### src/rtl/mdu_pkg.sv
// Shared definitions for the multiply/divide sequencer: op codes, FSM states
// and the default datapath width.
package mdu_pkg;

  localparam int unsigned MDU_WIDTH = 32;

  typedef enum logic [2:0] {
    MDU_NOP   = 3'b000,
    MDU_MULT  = 3'b001,
    MDU_MULTU = 3'b010,
    MDU_DIV   = 3'b011,
    MDU_DIVU  = 3'b100,
    MDU_MTHI  = 3'b101,
    MDU_MTLO  = 3'b110
  } mdu_op_e;

  typedef enum logic [1:0] {
    S_IDLE,
    S_PREP,
    S_ITER,
    S_FIX
  } mdu_state_e;

endpackage

### src/rtl/mdu_iter_step.sv
// One iteration of the MDU datapath.
//   mult: {acc,low} holds the partial product with the multiplier in low;
//         add the multiplicand on low[0], then shift right by one.
//   div : {acc,low} holds {remainder,quotient}; shift left by one, trial
//         subtract the divisor, keep it and set the quotient bit if it fits.
module mdu_iter_step #(
  parameter int unsigned WIDTH = 32
) (
  input  logic             iDiv,
  input  logic [WIDTH-1:0] iAcc,
  input  logic [WIDTH-1:0] iLow,
  input  logic [WIDTH-1:0] iOpnd,
  output logic [WIDTH-1:0] oAcc,
  output logic [WIDTH-1:0] oLow
);

  logic [WIDTH:0]   sum;
  logic [WIDTH:0]   rem_s;
  logic [WIDTH-1:0] diff;

  // Single-step add/shift or shift/subtract, chosen by iDiv.
  always_comb begin
    sum   = {1'b0, iAcc} + (iLow[0] ? {1'b0, iOpnd} : '0);
    rem_s = {iAcc, iLow[WIDTH-1]};
    // When rem_s >= divisor the true difference fits in WIDTH bits.
    diff  = rem_s[WIDTH-1:0] - iOpnd;
    oAcc  = sum[WIDTH:1];
    oLow  = {sum[0], iLow[WIDTH-1:1]};
    if (iDiv) begin
      if (rem_s >= {1'b0, iOpnd}) begin
        oAcc = diff;
        oLow = {iLow[WIDTH-2:0], 1'b1};
      end else begin
        oAcc = rem_s[WIDTH-1:0];
        oLow = {iLow[WIDTH-2:0], 1'b0};
      end
    end
  end

endmodule

### src/rtl/mdu_seq_ctrl.sv
// Multi-cycle multiply/divide sequencer owning the architectural HI/LO
// registers. Iterative shift-add multiply and restoring divide, one bit per
// cycle, with pipeline stall while busy and flush abort.
module mdu_seq_ctrl
  import mdu_pkg::*;
#(
  parameter int unsigned WIDTH = MDU_WIDTH
) (
  input  logic             iCLK,
  input  logic             iRST_n,
  input  logic             iValid,
  input  logic [2:0]       iOp,
  input  logic [WIDTH-1:0] iA,
  input  logic [WIDTH-1:0] iB,
  input  logic             iReadHi,
  input  logic             iReadLo,
  input  logic             iKill,
  output logic [WIDTH-1:0] oHI,
  output logic [WIDTH-1:0] oLO,
  output logic             oBusy,
  output logic             oStall,
  output logic             oDone
);

  localparam int unsigned CW = (WIDTH > 1) ? $clog2(WIDTH) : 1;
  localparam int unsigned PW = 2 * WIDTH;

  mdu_state_e       state;
  logic [CW-1:0]    cnt;
  logic             is_div;
  logic             neg_q;
  logic             neg_r;
  logic             div_zero;
  logic [WIDTH-1:0] acc;
  logic [WIDTH-1:0] low;
  logic [WIDTH-1:0] opb;
  logic [WIDTH-1:0] raw_a;
  logic [WIDTH-1:0] hi;
  logic [WIDTH-1:0] lo;
  logic             busy;
  logic             done;

  logic             op_start;
  logic             op_signed;
  logic             op_div;
  logic [WIDTH-1:0] abs_a;
  logic [WIDTH-1:0] abs_b;
  logic [WIDTH-1:0] step_acc;
  logic [WIDTH-1:0] step_low;
  logic [PW-1:0]    prod;
  logic [PW-1:0]    prod_fix;
  logic [WIDTH-1:0] q_fix;
  logic [WIDTH-1:0] r_fix;

  // Request decode and operand magnitude for signed ops.
  always_comb begin
    op_signed = (iOp == MDU_MULT) || (iOp == MDU_DIV);
    op_div    = (iOp == MDU_DIV)  || (iOp == MDU_DIVU);
    op_start  = op_signed || (iOp == MDU_MULTU) || (iOp == MDU_DIVU);
    abs_a     = (op_signed && iA[WIDTH-1]) ? (WIDTH'(0) - iA) : iA;
    abs_b     = (op_signed && iB[WIDTH-1]) ? (WIDTH'(0) - iB) : iB;
  end

  mdu_iter_step #(.WIDTH(WIDTH)) u_step (
    .iDiv  (is_div),
    .iAcc  (acc),
    .iLow  (low),
    .iOpnd (opb),
    .oAcc  (step_acc),
    .oLow  (step_low)
  );

  // Two's-complement sign correction applied at commit.
  always_comb begin
    prod     = {acc, low};
    prod_fix = neg_q ? (PW'(0) - prod) : prod;
    q_fix    = neg_q ? (WIDTH'(0) - low) : low;
    r_fix    = neg_r ? (WIDTH'(0) - acc) : acc;
  end

  // Sequencer FSM, iteration counter and HI/LO architectural state.
  always_ff @(posedge iCLK or negedge iRST_n) begin
    if (!iRST_n) begin
      state    <= S_IDLE;
      cnt      <= '0;
      is_div   <= 1'b0;
      neg_q    <= 1'b0;
      neg_r    <= 1'b0;
      div_zero <= 1'b0;
      acc      <= '0;
      low      <= '0;
      opb      <= '0;
      raw_a    <= '0;
      hi       <= '0;
      lo       <= '0;
      busy     <= 1'b0;
      done     <= 1'b0;
    end else begin
      done <= 1'b0;
      if (iKill) begin
        if (state != S_IDLE) begin
          state <= S_IDLE;
          busy  <= 1'b0;
        end
      end else begin
        case (state)
          S_IDLE: begin
            if (iValid) begin
              if (op_start) begin
                state    <= S_PREP;
                busy     <= 1'b1;
                is_div   <= op_div;
                neg_q    <= op_signed && (iA[WIDTH-1] ^ iB[WIDTH-1]);
                neg_r    <= op_signed && iA[WIDTH-1];
                div_zero <= op_div && (iB == '0);
                raw_a    <= iA;
                // Divide keeps the dividend in low; multiply keeps the multiplier there.
                low      <= op_div ? abs_a : abs_b;
                opb      <= op_div ? abs_b : abs_a;
              end else if (iOp == MDU_MTHI) begin
                hi <= iA;
              end else if (iOp == MDU_MTLO) begin
                lo <= iA;
              end
            end
          end
          S_PREP: begin
            acc   <= '0;
            cnt   <= CW'(WIDTH - 1);
            state <= S_ITER;
          end
          S_ITER: begin
            acc <= step_acc;
            low <= step_low;
            if (cnt == '0) begin
              state <= S_FIX;
              done  <= 1'b1;
            end else begin
              cnt <= cnt - CW'(1);
            end
          end
          S_FIX: begin
            if (div_zero) begin
              hi <= raw_a;
              lo <= '1;
            end else if (is_div) begin
              hi <= r_fix;
              lo <= q_fix;
            end else begin
              {hi, lo} <= prod_fix;
            end
            state <= S_IDLE;
            busy  <= 1'b0;
          end
          default: begin
            state <= S_IDLE;
            busy  <= 1'b0;
          end
        endcase
      end
    end
  end

  // A flush during FIX aborts the commit, so the done pulse is withheld too.
  assign oDone  = done & ~iKill;
  assign oHI    = hi;
  assign oLO    = lo;
  assign oBusy  = busy;
  assign oStall = busy & (iReadHi | iReadLo | (iValid & (iOp != MDU_NOP)));

endmodule

### config.mk
export PLATFORM = sky130hd
export DESIGN_NAME = mdu_seq_ctrl
export DESIGN_NICKNAME = d
export VERILOG_FILES = /design/src/rtl/mdu_pkg.sv /design/src/rtl/mdu_iter_step.sv /design/src/rtl/mdu_seq_ctrl.sv
export SDC_FILE = /design/constraint.sdc
export NUM_CORES = 1
export LEC_CHECK = 0
export ABC_AREA = 1
export CORE_ASPECT_RATIO = 0.75
export CORE_MARGIN = 4
export CORE_UTILIZATION = 30
export CTS_BUF_LIST = sky130_fd_sc_hd__clkbuf_4 sky130_fd_sc_hd__clkbuf_8
export DETAILED_ROUTE_END_ITERATION = 8
export PLACE_DENSITY = 0.56
export SLEW_MARGIN = 5
export SYNTH_ARGS = -nofsm -noshare
export SYNTH_HDL_FRONTEND = slang
export SYNTH_SLANG_ARGS = --single-unit
### constraint.sdc
create_clock -name iCLK -period 6.6 [get_ports iCLK]
set_input_delay 1.98 -clock iCLK [delete_from_list [all_inputs] [get_ports iCLK]]
set_output_delay 1.98 -clock iCLK [all_outputs]
set_load 0.01 [all_outputs]
==> flow_metrics.py <==
metrics = {
    "synth": {
        "synth-seq-cells": 205,
        "synth_warnings": 0,
        "synth-main-ff-cell": "dfrtp_1",
        "synth_area_per_cell_um2": 5.98,
        "synth_fa_ha_area_share_pct": 4.98,
        "synth_most_common_cell": "nand2_1",
        "synthDistinctLibCells": 53,
        "synth-compound-area-share_pct": 18.4,
        "synth_top_family_by_area": "simple AND/OR/NAND/NOR gates",
        "synth_xor_area_share_pct": 2.36,
        "synth_fp_nets": 3433,
        "synth_edf_count": 0,
        "syn_area_um2": 19600,
        "synth_top_area_share_pct": 26.1,
        "synth_area_leaders": "dfrtp_1 26%, nand2_1 17%, inv_1 8.6%",
        "synth_seq_area_share_pct": 26.1,
        "synthCells": 3283,
        "async_flop_share_pct": 100,
        "synthSimpleGateAreaFrac_pct": 36.7,
        "synth.area.mux_share_pct": 0,
        "yosys.area.top_type": "dfrtp_1",
        "synth_common_cells": "883 x nand2_1, 450 x inv_1, 396 x nor2_1, 303 x nand3_1, 261 x o21ai_0",
    },
    "critical_path": {
        "r2r-end": "acc[10]",
        "slowest_stage": "clkdlybuf4s50_1",
        "worstSetupEndpointType": "output port",
        "start_kind": "input pin",
        "cp_max_fo": 6,
        "criticalPathCategory": "in -> out",
        "required_ps": 4620,
        "rrSetupSlack_ps": 2680,
        "path_cells": "clkdlybuf4s50_1 -> nor2_1 -> a21oi_1 -> o31a_1 -> clkdlybuf4s50_1",
        "worst-r2r-cell-count": 11,
        "critPathTopFamily": "buffers and inverters",
        "arrival_ps": 3440,
        "crit_buf_inv": 2,
        "r2r-start": "acc[27]",
        "critical-path-max-stage-delay_ps": 490,
        "crit_top_cell": "clkdlybuf4s50_1",
    },
    "global_routing": {
        "first_global_vias": 20259,
        "grt_max_degree": 109,
        "antenna_found_initial": 5,
        "grt_pass1_wl_um": 133000,
        "overflow": 0,
        "track_usage_pct": 25.3,
    },
    "floorplan": {
        "die_x_um": 303,
        "coreArea_um2": 64200,
        "die_h_um": 230,
        "rows": 80,
        "design.die.area_um2": 69600,
        "boundaryPins": 140,
        "start_util_pct": 30.6,
    },
    "final_layout": {
        "fin_area_um2": 22600,
        "nets": 3512,
        "final_core_util_pct": 35.1,
        "layout-drive-gt1-share_pct": 3.84,
        "syn_to_final_growth_pct": 14.8,
    },
    "clock_network": {
        "clkSinkCount": 205,
        "hold_buffers": 0,
        "post_cts_resized": 0,
        "cts.clk_slew.worst_paths_ps": 60,
        "post_cts_buffers": 0,
        "cts_tree": "done",
        "htree_levels": 2,
        "cts_buffers": 36,
        "worstSkewPairLatency_ps": 590,
        "cts_max_path_buffers": 3,
        "clockRootBuffer": "clkbuf_8",
    },
    "routing": {
        "viasPerCell": 5.35,
        "first_pass_iters": 6,
        "totalWireLength_um": 91300,
        "route.vias.total": 22753,
        "drc": 0,
        "drt.antenna.violating_nets": 0,
        "drtIter0Drc": 3039,
        "wire_per_inst_um": 21.5,
    },
    "hold_path": {
        "min_delay_path_depth": 2,
        "worst_hold_startpoint": "oLO[1]",
        "hold_path_end": "oLO[1]",
        "hold_path.class": "reg -> reg",
    },
    "sta": {
        "tns_ps": 0,
        "hold_viol_final": 0,
        "tightest_slew_ps": 1220,
        "slew_violations": 0,
        "clock_skew_ps": 28.7,
        "slew-limit-headroom_pct": 18.4,
        "setup_ws_ps": 1180,
        "finalSetupViolCount": 0,
        "timing.fmax_mhz": 184,
        "rsz0062_at_grt": "false",
        "period_share_pct": 82.2,
        "period_minus_slack_ps": 5420,
    },
    "place": {
        "portBuffers": 139,
        "dpl_cell_area_um2": 21800,
        "hpwl_um": 72600,
        "pre_cts_slack_ps": 1200,
        "place_congestion": 1.03,
    },
    "pwr": {
        "irDropWorstVdd_uv": 284,
        "powerDensity_nw_per_um2": 528,
        "p_leak_nw": 11.4,
    },
    "run": {
        "maxCapViolations": 0,
    },
    "status": {
        "status": "finished, final reports clean",
    },
}
-- tightest hold or removal path: stages (launching register included) --
cell	delay (ps)
dfrtp_1	340
nand2_1	60
nand2_1	50
-- sequential cells by signal, summed over array words and instances (netlist names) --
| name | count |
|---|---|
| acc | 32 |
| low | 32 |
| oHI | 32 |
| oLO | 32 |
| opb | 32 |
| raw_a | 32 |
| cnt | 5 |
| state | 2 |
| div_zero | 1 |
| done | 1 |
| is_div | 1 |
| neg_q | 1 |
| neg_r | 1 |
| oBusy | 1 |
-- metrics by stage --
stage	instances	total power [mW]	hold slack, ps
after global placement	4185	10.3	466
after CTS	4248	11.6	489
after floorplan	3283	7.55	455
after detailed placement	4185	10.3	473
after global routing	4248	12.8	509
final	4251	11.9	485
-- kinds of logic after synthesis --
kind of cell	after synthesis
simple gates	1717
compound gates	647
buf+inv	584
flops	205
fa+ha+maj	77
xor+xnor	53
-- routing by layer --
metal	vias up	wire length, um	part of all wire (%)	GRT usage [%]
met5	-	10	0.011	0
met4	4	2400	2.6	6.38
met3	127	12400	14	9.01
met2	1209	34000	37	32.6
met1	10580	42400	46	38.9
li1	10833	-	-	-
-- final cells by class --
| cell class | count | area (um^2) |
|---|---|---|
| fill | 7200 | 41600 |
| multi-input combinational | 2494 | 12300 |
| sequential | 205 | 5140 |
| inverter | 464 | 1740 |
| timing repair buffer | 161 | 1570 |
| tap | 861 | 1080 |
| clock buffer | 57 | 697 |
| clock inverter | 6 | 38.8 |
| antenna | 3 | 7.51 |
-- worst max path at each step --
stage	from	endpoint	slack, ps	depth (start not counted)
2_1_floorplan	iOp[1]	oStall	2190	3
3_3_place_gp	iOp[0]	oStall	1160	5
3_5_place_dp	iOp[0]	oStall	1200	5
4_1_cts	iOp[0]	oStall	1190	5
5_1_grt	iOp[0]	oStall	1080	5
6_report	iOp[0]	oStall	1180	5
-- cells in the final DEF (no fill, tap or decap), types with 13 or more instances in the layout --
cell and instances:
buf_4 21, a21boi_0 25, a2bb2oi_1 18, a22oi_1 18
a21oi_1 237, o211ai_1 26, nor2_1 394, o21ai_0 261
o221ai_1 14, clkbuf_8 43, nand3b_1 23, dfrtp_1 202
clkdlybuf4s50_1 138, nand3_1 302, xnor2_1 13, xor2_1 40
ha_1 74, nand2_1 883, nor3_1 31, inv_1 450
clkbuf_4 14, o21ai_1 16, nand4_1 45
-- where the power goes --
group	leakage, nW	internal, mW	switching (mW)
sequential	2.46	1.83	0.949
combinational	8.52	2.58	5.28
clock	0.390	0.672	0.597
total	11.4	5.08	6.83
Power figures use the tool's default switching activity.
